<file path="src/rtl/alu_pkg.sv">
// Shared opcode encodings and pipeline sizing helper for the ALU datapath.
package alu_pkg;

  localparam logic OP_ADD = 1'b0;
  localparam logic OP_SUB = 1'b1;

  // Number of result bits produced by each pipeline stage.
  function automatic int unsigned chunk_width(input int unsigned width,
                                              input int unsigned stages);
    return width / stages;
  endfunction

endpackage

</file>
<file path="src/rtl/add_slice.sv">
// Combinational CHUNK-bit adder slice; also reports the carry into its top bit.
module add_slice #(
  parameter int unsigned CHUNK = 8
) (
  input  logic [CHUNK-1:0] a,
  input  logic [CHUNK-1:0] b,
  input  logic             cin,
  output logic [CHUNK-1:0] sum,
  output logic             cout,
  output logic             c_msb_in
);

  logic [CHUNK:0] total;

  assign total    = {1'b0, a} + {1'b0, b} + {{CHUNK{1'b0}}, cin};
  assign sum      = total[CHUNK-1:0];
  assign cout     = total[CHUNK];
  // The top sum bit is a ^ b ^ carry-in, so the carry-in falls out by xor.
  assign c_msb_in = sum[CHUNK-1] ^ a[CHUNK-1] ^ b[CHUNK-1];

endmodule

</file>
<file path="src/rtl/pipelined_add_sub.sv">
// WIDTH-bit add/subtract split over STAGES register stages with a
// valid/ready handshake; the whole pipe advances as one unit.
module pipelined_add_sub
  import alu_pkg::*;
#(
  parameter int unsigned WIDTH  = 32,
  parameter int unsigned STAGES = 4
) (
  input  logic             clock,
  input  logic             reset,
  input  logic             in_valid,
  output logic             in_ready,
  input  logic [WIDTH-1:0] data_operandA,
  input  logic [WIDTH-1:0] data_operandB,
  input  logic             op_sub,
  output logic             out_valid,
  input  logic             out_ready,
  output logic [WIDTH-1:0] data_result,
  output logic             carry_out,
  output logic             overflow
);

  localparam int unsigned CHUNK = chunk_width(WIDTH, STAGES);

  if ((WIDTH % STAGES) != 0) begin : g_bad_params
    $error("pipelined_add_sub: WIDTH must be divisible by STAGES");
  end

  logic             adv;
  logic [WIDTH-1:0] b_eff;

  // Inputs seen by each stage: port operands for stage 0, registers after that.
  logic [WIDTH-1:0] st_a  [STAGES];
  logic [WIDTH-1:0] st_b  [STAGES];
  logic [WIDTH-1:0] st_r  [STAGES];
  logic             st_c  [STAGES];
  logic             st_v  [STAGES];

  logic [WIDTH-1:0] sum_c;
  logic             cout_c [STAGES];
  logic             cmsb_c [STAGES];
  logic [WIDTH-1:0] res_d  [STAGES];

  // Stage registers: skewed operands, partial result, carry and valid.
  logic [WIDTH-1:0]  a_q   [STAGES];
  logic [WIDTH-1:0]  b_q   [STAGES];
  logic [WIDTH-1:0]  res_q [STAGES];
  logic              c_q   [STAGES];
  logic [STAGES-1:0] vld_q;
  logic              ovf_q;

  // Single global enable: move when the output slot is empty or being drained.
  assign adv      = out_ready | ~vld_q[STAGES-1];
  assign in_ready = adv;
  assign b_eff    = (op_sub == OP_SUB) ? ~data_operandB : data_operandB;

  // Route each stage's inputs and merge its chunk sum into the partial result.
  always_comb begin
    st_a[0] = data_operandA;
    st_b[0] = b_eff;
    st_r[0] = '0;
    st_c[0] = (op_sub != OP_ADD);
    st_v[0] = in_valid;
    for (int k = 1; k < STAGES; k++) begin
      st_a[k] = a_q[k-1];
      st_b[k] = b_q[k-1];
      st_r[k] = res_q[k-1];
      st_c[k] = c_q[k-1];
      st_v[k] = vld_q[k-1];
    end
    for (int k = 0; k < STAGES; k++) begin
      res_d[k] = st_r[k];
      res_d[k][k*CHUNK +: CHUNK] = sum_c[k*CHUNK +: CHUNK];
    end
  end

  // One adder slice per stage, each working on its own chunk of the operands.
  for (genvar k = 0; k < STAGES; k++) begin : g_stage
    add_slice #(
      .CHUNK(CHUNK)
    ) u_slice (
      .a        (st_a[k][k*CHUNK +: CHUNK]),
      .b        (st_b[k][k*CHUNK +: CHUNK]),
      .cin      (st_c[k]),
      .sum      (sum_c[k*CHUNK +: CHUNK]),
      .cout     (cout_c[k]),
      .c_msb_in (cmsb_c[k])
    );
  end

  // Pipeline registers; data only loads behind a valid token so outputs hold otherwise.
  always_ff @(posedge clock) begin
    if (reset) begin
      vld_q <= '0;
      ovf_q <= 1'b0;
      for (int k = 0; k < STAGES; k++) begin
        a_q[k]   <= '0;
        b_q[k]   <= '0;
        res_q[k] <= '0;
        c_q[k]   <= 1'b0;
      end
    end else if (adv) begin
      for (int k = 0; k < STAGES; k++) begin
        vld_q[k] <= st_v[k];
        if (st_v[k]) begin
          a_q[k]   <= st_a[k];
          b_q[k]   <= st_b[k];
          res_q[k] <= res_d[k];
          c_q[k]   <= cout_c[k];
        end
      end
      if (st_v[STAGES-1]) begin
        ovf_q <= cmsb_c[STAGES-1] ^ cout_c[STAGES-1];
      end
    end
  end

  assign out_valid   = vld_q[STAGES-1];
  assign data_result = res_q[STAGES-1];
  assign carry_out   = c_q[STAGES-1];
  assign overflow    = ovf_q;

endmodule

</file>
<file path="config.mk">
export PLATFORM = sky130hd
export DESIGN_NAME = pipelined_add_sub
export DESIGN_NICKNAME = d
export VERILOG_FILES = /design/src/rtl/alu_pkg.sv /design/src/rtl/add_slice.sv /design/src/rtl/pipelined_add_sub.sv
export SDC_FILE = /design/constraint.sdc
export NUM_CORES = 1
export LEC_CHECK = 0
export ABC_CLOCK_PERIOD_IN_PS = 2700
export BUFFER_PORTS_ARGS = -buffer_cell sky130_fd_sc_hd__buf_2
export CELL_PAD_IN_SITES_DETAIL_PLACEMENT = 1
export CELL_PAD_IN_SITES_GLOBAL_PLACEMENT = 1
export CORE_MARGIN = 4
export CORE_UTILIZATION = 43
export CTS_CLUSTER_SIZE = 28
export DETAILED_ROUTE_END_ITERATION = 8
export GPL_TIMING_DRIVEN = 0
export MAX_ROUTING_LAYER = met4
export PLACE_DENSITY = 0.81
export SLEW_MARGIN = 20
export SYNTH_ARGS = -nofsm -noshare
export SYNTH_HDL_FRONTEND = slang
export SYNTH_SLANG_ARGS = --single-unit
</file>
<file path="constraint.sdc">
create_clock -name clock -period 2.7 [get_ports clock]
set_input_delay 0.54 -clock clock [delete_from_list [all_inputs] [get_ports clock]]
set_output_delay 0.54 -clock clock [all_outputs]
set_load 0.02 [all_outputs]
</file>
==> impl_metrics.py, run 1 <==
metrics = {
    "route": {
        "drc": 0,
        "post_drt_wl_per_cell_um": 19.0,
        "drtIter0Drc": 376,
        "vias": 5283,
        "ant_nets": 0,
        "routed_wl_mm": 19.4,
        "viasPerCell": 5.18,
        "drtPass1Iterations": 5,
    },
    "critical_path": {
        "max_stage_delay_ps": 420,
        "rr_startpoint": "c_q[1]",
        "cp.arrival_ps": 2680,
        "reg2reg_to": "c_q[2]",
        "setup.worst_path.class": "flop to flop",
        "crit_path_top_delay_cell": "fa_1",
        "cp-start-kind": "flop",
        "cp-end-kind": "flop",
        "crit_path_max_fanout": 2,
        "reg2reg_depth": 10,
        "reg2reg_slack_ps": 210,
        "worstPathCellList": "inv_1 -> fa_1 -> inv_1 -> fa_1 -> a21o_1 -> a21oi_1 -> o21bai_1 -> a21oi_1 -> o21ai_0 -> o211a_1",
        "cp.required_ps": 2890,
    },
    "clocking": {
        "ctsHoldBuffers": 0,
        "cts_tree": "yes",
        "insertion_delay_ps": 440,
        "htreeDepth": 4,
        "clk_pin_slew_ps": 70,
        "cts_buffers": 17,
        "clockBufferDepth": 2,
        "cts_sinks": 185,
        "clockRootBuffer": "clkbuf_16",
    },
    "synthesis": {
        "yosys_warnings": 0,
        "ys_ff_latch": 185,
        "yosys.area.top_type": "edfxtp_1",
        "synth_edf_count": 180,
        "syn_inst": 623,
        "netlist_top_cells_area": "edfxtp_1 (65%), and3_1 (9.3%), ha_1 (4.2%)",
        "synthArstFlopShare_pct": 0,
        "yosysSeqAreaShare_pct": 65.8,
        "syn_nets": 727,
        "synth_flop_cell": "edfxtp_1",
        "synth_area_um2": 8360,
        "synth_cell_types": 47,
        "synth_top_area_share_pct": 64.6,
        "syn_avg_cell_area_um2": 13.4,
    },
    "power": {
        "p_total_w": 0.00684,
        "power-per-cell-area_nw_per_um2": 691,
        "clock_power_share_pct": 39.9,
        "p_int_w": 0.00527,
        "switching_share_pct": 23.0,
        "pwr-share-comb_pct": 10.4,
        "p_leak_nw": 4.38,
        "pwr-share-seq_pct": 49.7,
        "p_sw_w": 0.00158,
        "peakVddDrop_uv": 461,
    },
    "floorplanning": {
        "core-area_um2": 18900,
        "die_w_um": 147,
        "start_util_pct": 44.3,
        "dieArea_um2": 21700,
        "ioPinCount": 105,
        "die_h_um": 147,
        "rows": 50,
    },
    "place": {
        "dp_hpwl_mm": 14.2,
        "io_buffers": 102,
        "preCtsSetupSlack_ps": -248,
        "gp_congestion": 0.815,
        "place_inst": 987,
    },
    "sta": {
        "layout_min_cycle_time_ps": 2490,
        "fin_skew_ps": 12.0,
        "relSlewSlack_pct": 46.5,
        "period_share_pct": 92.2,
        "grt_setup_unrepaired": "false",
        "hold_viol": 0,
        "tightest_slew_ps": 802,
        "hold_ws_ps": 411,
        "drv_slew": 0,
        "setup_viol": 0,
        "fin_ws_ps": 211,
        "fmax_mhz": 402,
    },
    "min_path": {
        "hold_start": "data_operandA[21]",
        "worstHoldPathCells": 2,
        "whs_endpoint": "a_q[0][21]",
        "hp-class": "input pin to flop",
    },
    "global_route": {
        "antenna_found_initial": 0,
        "track_usage_pct": 19.3,
        "grt_max_degree": 58,
        "grt_pass1_wl_mm": 31.2,
        "overflow": 0,
        "grt_pass1_vias": 5888,
    },
    "finish": {
        "nFillCells": 2004,
        "final_common_cell": "edfxtp_1",
        "fin_nets": 850,
        "synthToLayoutAreaGrowth_pct": 18.5,
        "multi_input_area_um2": 2640,
        "antenna_cells": 0,
        "final_cells": 1019,
        "regArea_um2": 5510,
        "drive_above_1_share_pct": 19.9,
        "final_cell_mix": "edfxtp_1 (180), and3_1 (124), buf_2 (102)",
    },
    "outcome": {
        "run_status": "finished, final reports clean",
    },
    "flow_run": {
        "drv_cap": 0,
    },
}
layer usage:
| layer | GRT usage [%] | wire length (µm) | vias to the layer above |
|---|---|---|---|
| met5 | - | 0 | - |
| met4 | 6.71 | 465 | 0 |
| met3 | 4.05 | 729 | 34 |
| met2 | 34.9 | 10700 | 120 |
| met1 | 21.0 | 7540 | 2603 |
| li1 | - | - | 2526 |
flip-flops by register name, summed over array words and instances, names as in the netlist:
signal	cells
res_q	80
a_q	48
b_q	48
c_q	4
vld_q	4
overflow	1
cell families after synthesis:
logic type               share of synthesized area (%)
AND/OR/NAND/NOR                                   15.4
flip-flops                                        65.8
buffers and inverters                             2.80
AO/OA/AOI/OAI                                     5.15
XOR/XNOR                                          4.61
adder cells (fa/ha/maj)                           5.87
multiplexers                                     0.374
cells in the mapped netlist (2+ instances only):
cell type	instances
edfxtp_1	180
and3_1	124
nor2_1	57
xnor2_1	35
clkbuf_1	33
ha_1	28
inv_1	25
nand2_1	16
a21oi_1	13
nor3_1	12
o21ai_0	11
o21a_1	9
xor2_1	9
nor2b_1	8
fa_1	7
nand2b_1	6
a21o_1	5
dfxtp_1	5
a21boi_0	3
o31a_1	3
or3_1	3
a21oi_2	2
mux2i_1	2
nand3_1	2
o21bai_1	2
o22ai_1	2
power by group through the flow:
stage               Clock, W  Sequential, W  Combinational (W)
floorplan                  0        0.00348           0.000429
global placement           0        0.00345           0.000644
detailed placement         0        0.00346           0.000703
CTS                  0.00276        0.00340           0.000719
global route         0.00291        0.00341           0.000792
finish               0.00273        0.00340           0.000714
critical path: cells and delay by family (launching register included):
family,cells,cell delay [ps]
AOI/OAI and AO/OA,6,1030
adders and majority gates,2,650
buffers and inverters,2,190
DFF,1,370
worst max-delay path by stage:
stage / start / endpoint / slack, ps / cells past startpoint
finish: c_q[1] / c_q[2] / 210 / 10
global route: op_sub / c_q[0] / 20 / 10
CTS: op_sub / c_q[0] / 140 / 10
detailed placement: op_sub / c_q[0] / -250 / 10
global placement: out_ready / b_q[0][53] / -520 / 5
floorplan: op_sub / c_q[0] / 100 / 10
stage by stage:
stage / cell area [µm²] / util, % / setup TNS, ps
floorplan: 8370 / - / 0
global placement: 9200 / 48.7 / -36420
detailed placement: 9260 / 49.0 / -324
CTS: 9910 / 52.5 / 0
global route: 9910 / 52.5 / 0
finish: 9910 / 52.5 / 0
area by class of cell:
type	count	share of cell area, %
Tap cell	260	3.28
Multi-Input combinational cell	377	26.6
Inverter	25	0.947
Buffer	36	1.45
Timing Repair Buffer	104	5.63
Sequential cell	185	55.5
Clock buffer	17	4.29
Clock inverter	15	2.26
what timing repair did:
| item | CTS | global route |
|---|---|---|
| buffers inserted | 0 | 0 |
| endpoints found under the setup margin | 0 | 1 |
| gates resized for setup | 0 | 1 |
No activity file was read; power rests on OpenSTA's default activity.
==> run 2: changes to the inputs <==
- ABC_AREA: unset -> 1
- CORE_UTILIZATION: 43 -> 42
==> impl_metrics.py, run 2 <==
metrics = {
    "outcome": {
        "run_status": "finished, final reports clean",
    },
    "critical_path": {
        "crit_path_max_fanout": 3,
        "cp.required_ps": 2880,
        "setup.worst_path.class": "flop to flop",
        "cp-end-kind": "flop",
        "cp-start-kind": "flop",
        "cp.arrival_ps": 2320,
    },
    "power": {
        "peakVddDrop_uv": 446,
        "p_leak_nw": 4.46,
        "p_total_w": 0.00659,
        "power-per-cell-area_nw_per_um2": 650,
    },
    "clocking": {
        "cts_sinks": 185,
        "post_cts_resized": 0,
        "cts_tree": "yes",
        "clk_pin_slew_ps": 70,
        "insertion_delay_ps": 430,
        "clockBufferDepth": 2,
        "ctsHoldBuffers": 0,
        "clockRootBuffer": "clkbuf_16",
        "htreeDepth": 4,
        "postCtsSetupBuffers": 0,
        "cts_buffers": 17,
    },
    "synthesis": {
        "ys_ff_latch": 185,
        "synth_flop_cell": "edfxtp_1",
        "yosys_warnings": 0,
        "syn_inst": 782,
        "synth_cell_types": 39,
        "synth_common_cells": "edfxtp_1 (180), inv_1 (168), nor2_1 (166), nand2_1 (59), a21oi_1 (36)",
        "synth_area_um2": 8650,
        "post-synth-top-count-cell": "edfxtp_1",
        "synthArstFlopShare_pct": 0,
        "yosys.area.top_type": "edfxtp_1",
        "yosysSeqAreaShare_pct": 63.6,
        "synth_top_area_share_pct": 62.5,
        "netlist_top_cells_area": "edfxtp_1 (62%), inv_1 (7.3%), nor2_1 (7.2%)",
        "synth_edf_count": 180,
        "syn_nets": 886,
        "syn_avg_cell_area_um2": 11.1,
    },
    "sta": {
        "grt_setup_unrepaired": "false",
        "fin_skew_ps": 7.06,
        "fin_ws_ps": 564,
        "hold_ws_ps": 400,
        "setup_viol": 0,
        "period_share_pct": 79.1,
        "relSlewSlack_pct": 47.5,
        "layout_min_cycle_time_ps": 2140,
        "drv_slew": 0,
        "hold_viol": 0,
        "tightest_slew_ps": 785,
        "fmax_mhz": 468,
    },
    "place": {
        "place_inst": 1157,
        "gp_congestion": 0.822,
        "dp_hpwl_mm": 14.2,
        "preCtsSetupSlack_ps": 115,
        "io_buffers": 103,
    },
    "floorplanning": {
        "die_h_um": 152,
        "ioPinCount": 105,
        "dieArea_um2": 23000,
        "start_util_pct": 42.7,
        "die_w_um": 152,
        "core-area_um2": 20200,
        "rows": 52,
    },
    "finish": {
        "final_common_cell": "edfxtp_1",
        "final_cell_mix": "edfxtp_1 (180), inv_1 (168), nor2_1 (166)",
        "multi_input_area_um2": 2340,
        "regArea_um2": 5510,
        "fin_nets": 1010,
        "nFillCells": 2193,
        "postLayoutCoreUtil_pct": 50.1,
        "drive_above_1_share_pct": 19.9,
        "final_cells": 1189,
        "reg.largest.list": "res_q (80), a_q (48), b_q (48)",
        "synthToLayoutAreaGrowth_pct": 17.3,
        "largest_register": "res_q",
        "largest_reg_flops": 80,
        "antenna_cells": 0,
    },
    "route": {
        "drtPass1Iterations": 4,
        "routed_wl_mm": 19.2,
        "post_drt_wl_per_cell_um": 16.1,
        "ant_nets": 0,
        "vias": 5603,
        "drc": 0,
        "drtIter0Drc": 177,
        "viasPerCell": 4.71,
    },
    "global_route": {
        "grt_pass1_wl_mm": 30.7,
        "antenna_found_initial": 0,
        "grt_max_degree": 58,
        "grt_pass1_vias": 6173,
        "overflow": 0,
        "track_usage_pct": 18.4,
    },
    "min_path": {
        "hp-class": "input pin to flop",
    },
    "flow_run": {
        "drv_cap": 0,
    },
}
==> run 2: cell count changes after synthesis, moves of 8 or more <==
cell,before,now
buf_6,0,9
and3_1,124,0
inv_1,25,168
nor3_1,12,3
nand2_1,16,59
clkbuf_1,33,0
nor2b_1,8,0
buf_2,0,11
a21oi_1,13,36
nand3_1,2,17
nor2_1,57,166
xnor2_1,35,27
==> run 2: per-stage QoR <==
stage          instance area (µm²)  TNS (ps)
2_1_floorplan                 8650         0
3_3_place_gp                  9500    -38060
3_5_place_dp                  9570         0
4_1_cts                      10100         0
5_1_grt                      10100         0
6_report                     10100         0
==> run 2: cells by family after synthesis <==
kind of cell               Yosys count  share of synthesized area, %
adders and majority gates           35                          5.67
AOI/OAI and AO/OA                   66                          4.59
DFF                                185                          63.6
xor gates and xnor gates            34                          3.44
and+or+nand+nor                    268                          13.2
buffers and inverters              194                          9.46
==> run 2: layout make-up <==
class,count,area share [%]
Buffer,21,1.62
Clock buffer,17,4.19
Clock inverter,15,1.49
Inverter,173,6.45
Multi-Input combinational cell,403,23.1
Sequential cell,185,54.3
Tap cell,270,3.33
Timing Repair Buffer,105,5.55
==> run 2: final timing paths <==
path | startpoint | to | slack, ps | cells past startpoint
max | c_q[1] | res_q[2][22] | 560 | 11
min | data_operandA[8] | a_q[0][8] | 400 | 3
max reg2reg | c_q[1] | res_q[2][22] | 560 | 11
min reg2reg | overflow | overflow | 480 | 2
==> run 2: per-layer routing <==
metal	vias up	wire (µm)	GRT usage, %
met1	2713	7130	18.6
li1	2753	-	-
met3	38	502	2.56
met5	-	0	-
met4	0	731	8.76
met2	99	10800	34.6
==> run 2: critical path: stages, from the launching register on <==
cell and delay (ps):
edfxtp_1 370, inv_1 90, fa_1 180, inv_1 60
fa_1 410, nand3_1 90, nand3_1 130, nand2_1 130
nand2_1 60, a21oi_1 160, nand2_1 70, nor3b_1 140
==> run 2: report_power, final <==
part	internal (W)	total (W)	switching (W)
registers	0.00335	0.00341	0.0000636
logic	0.000257	0.000729	0.000472
clock network	0.00137	0.00246	0.00109
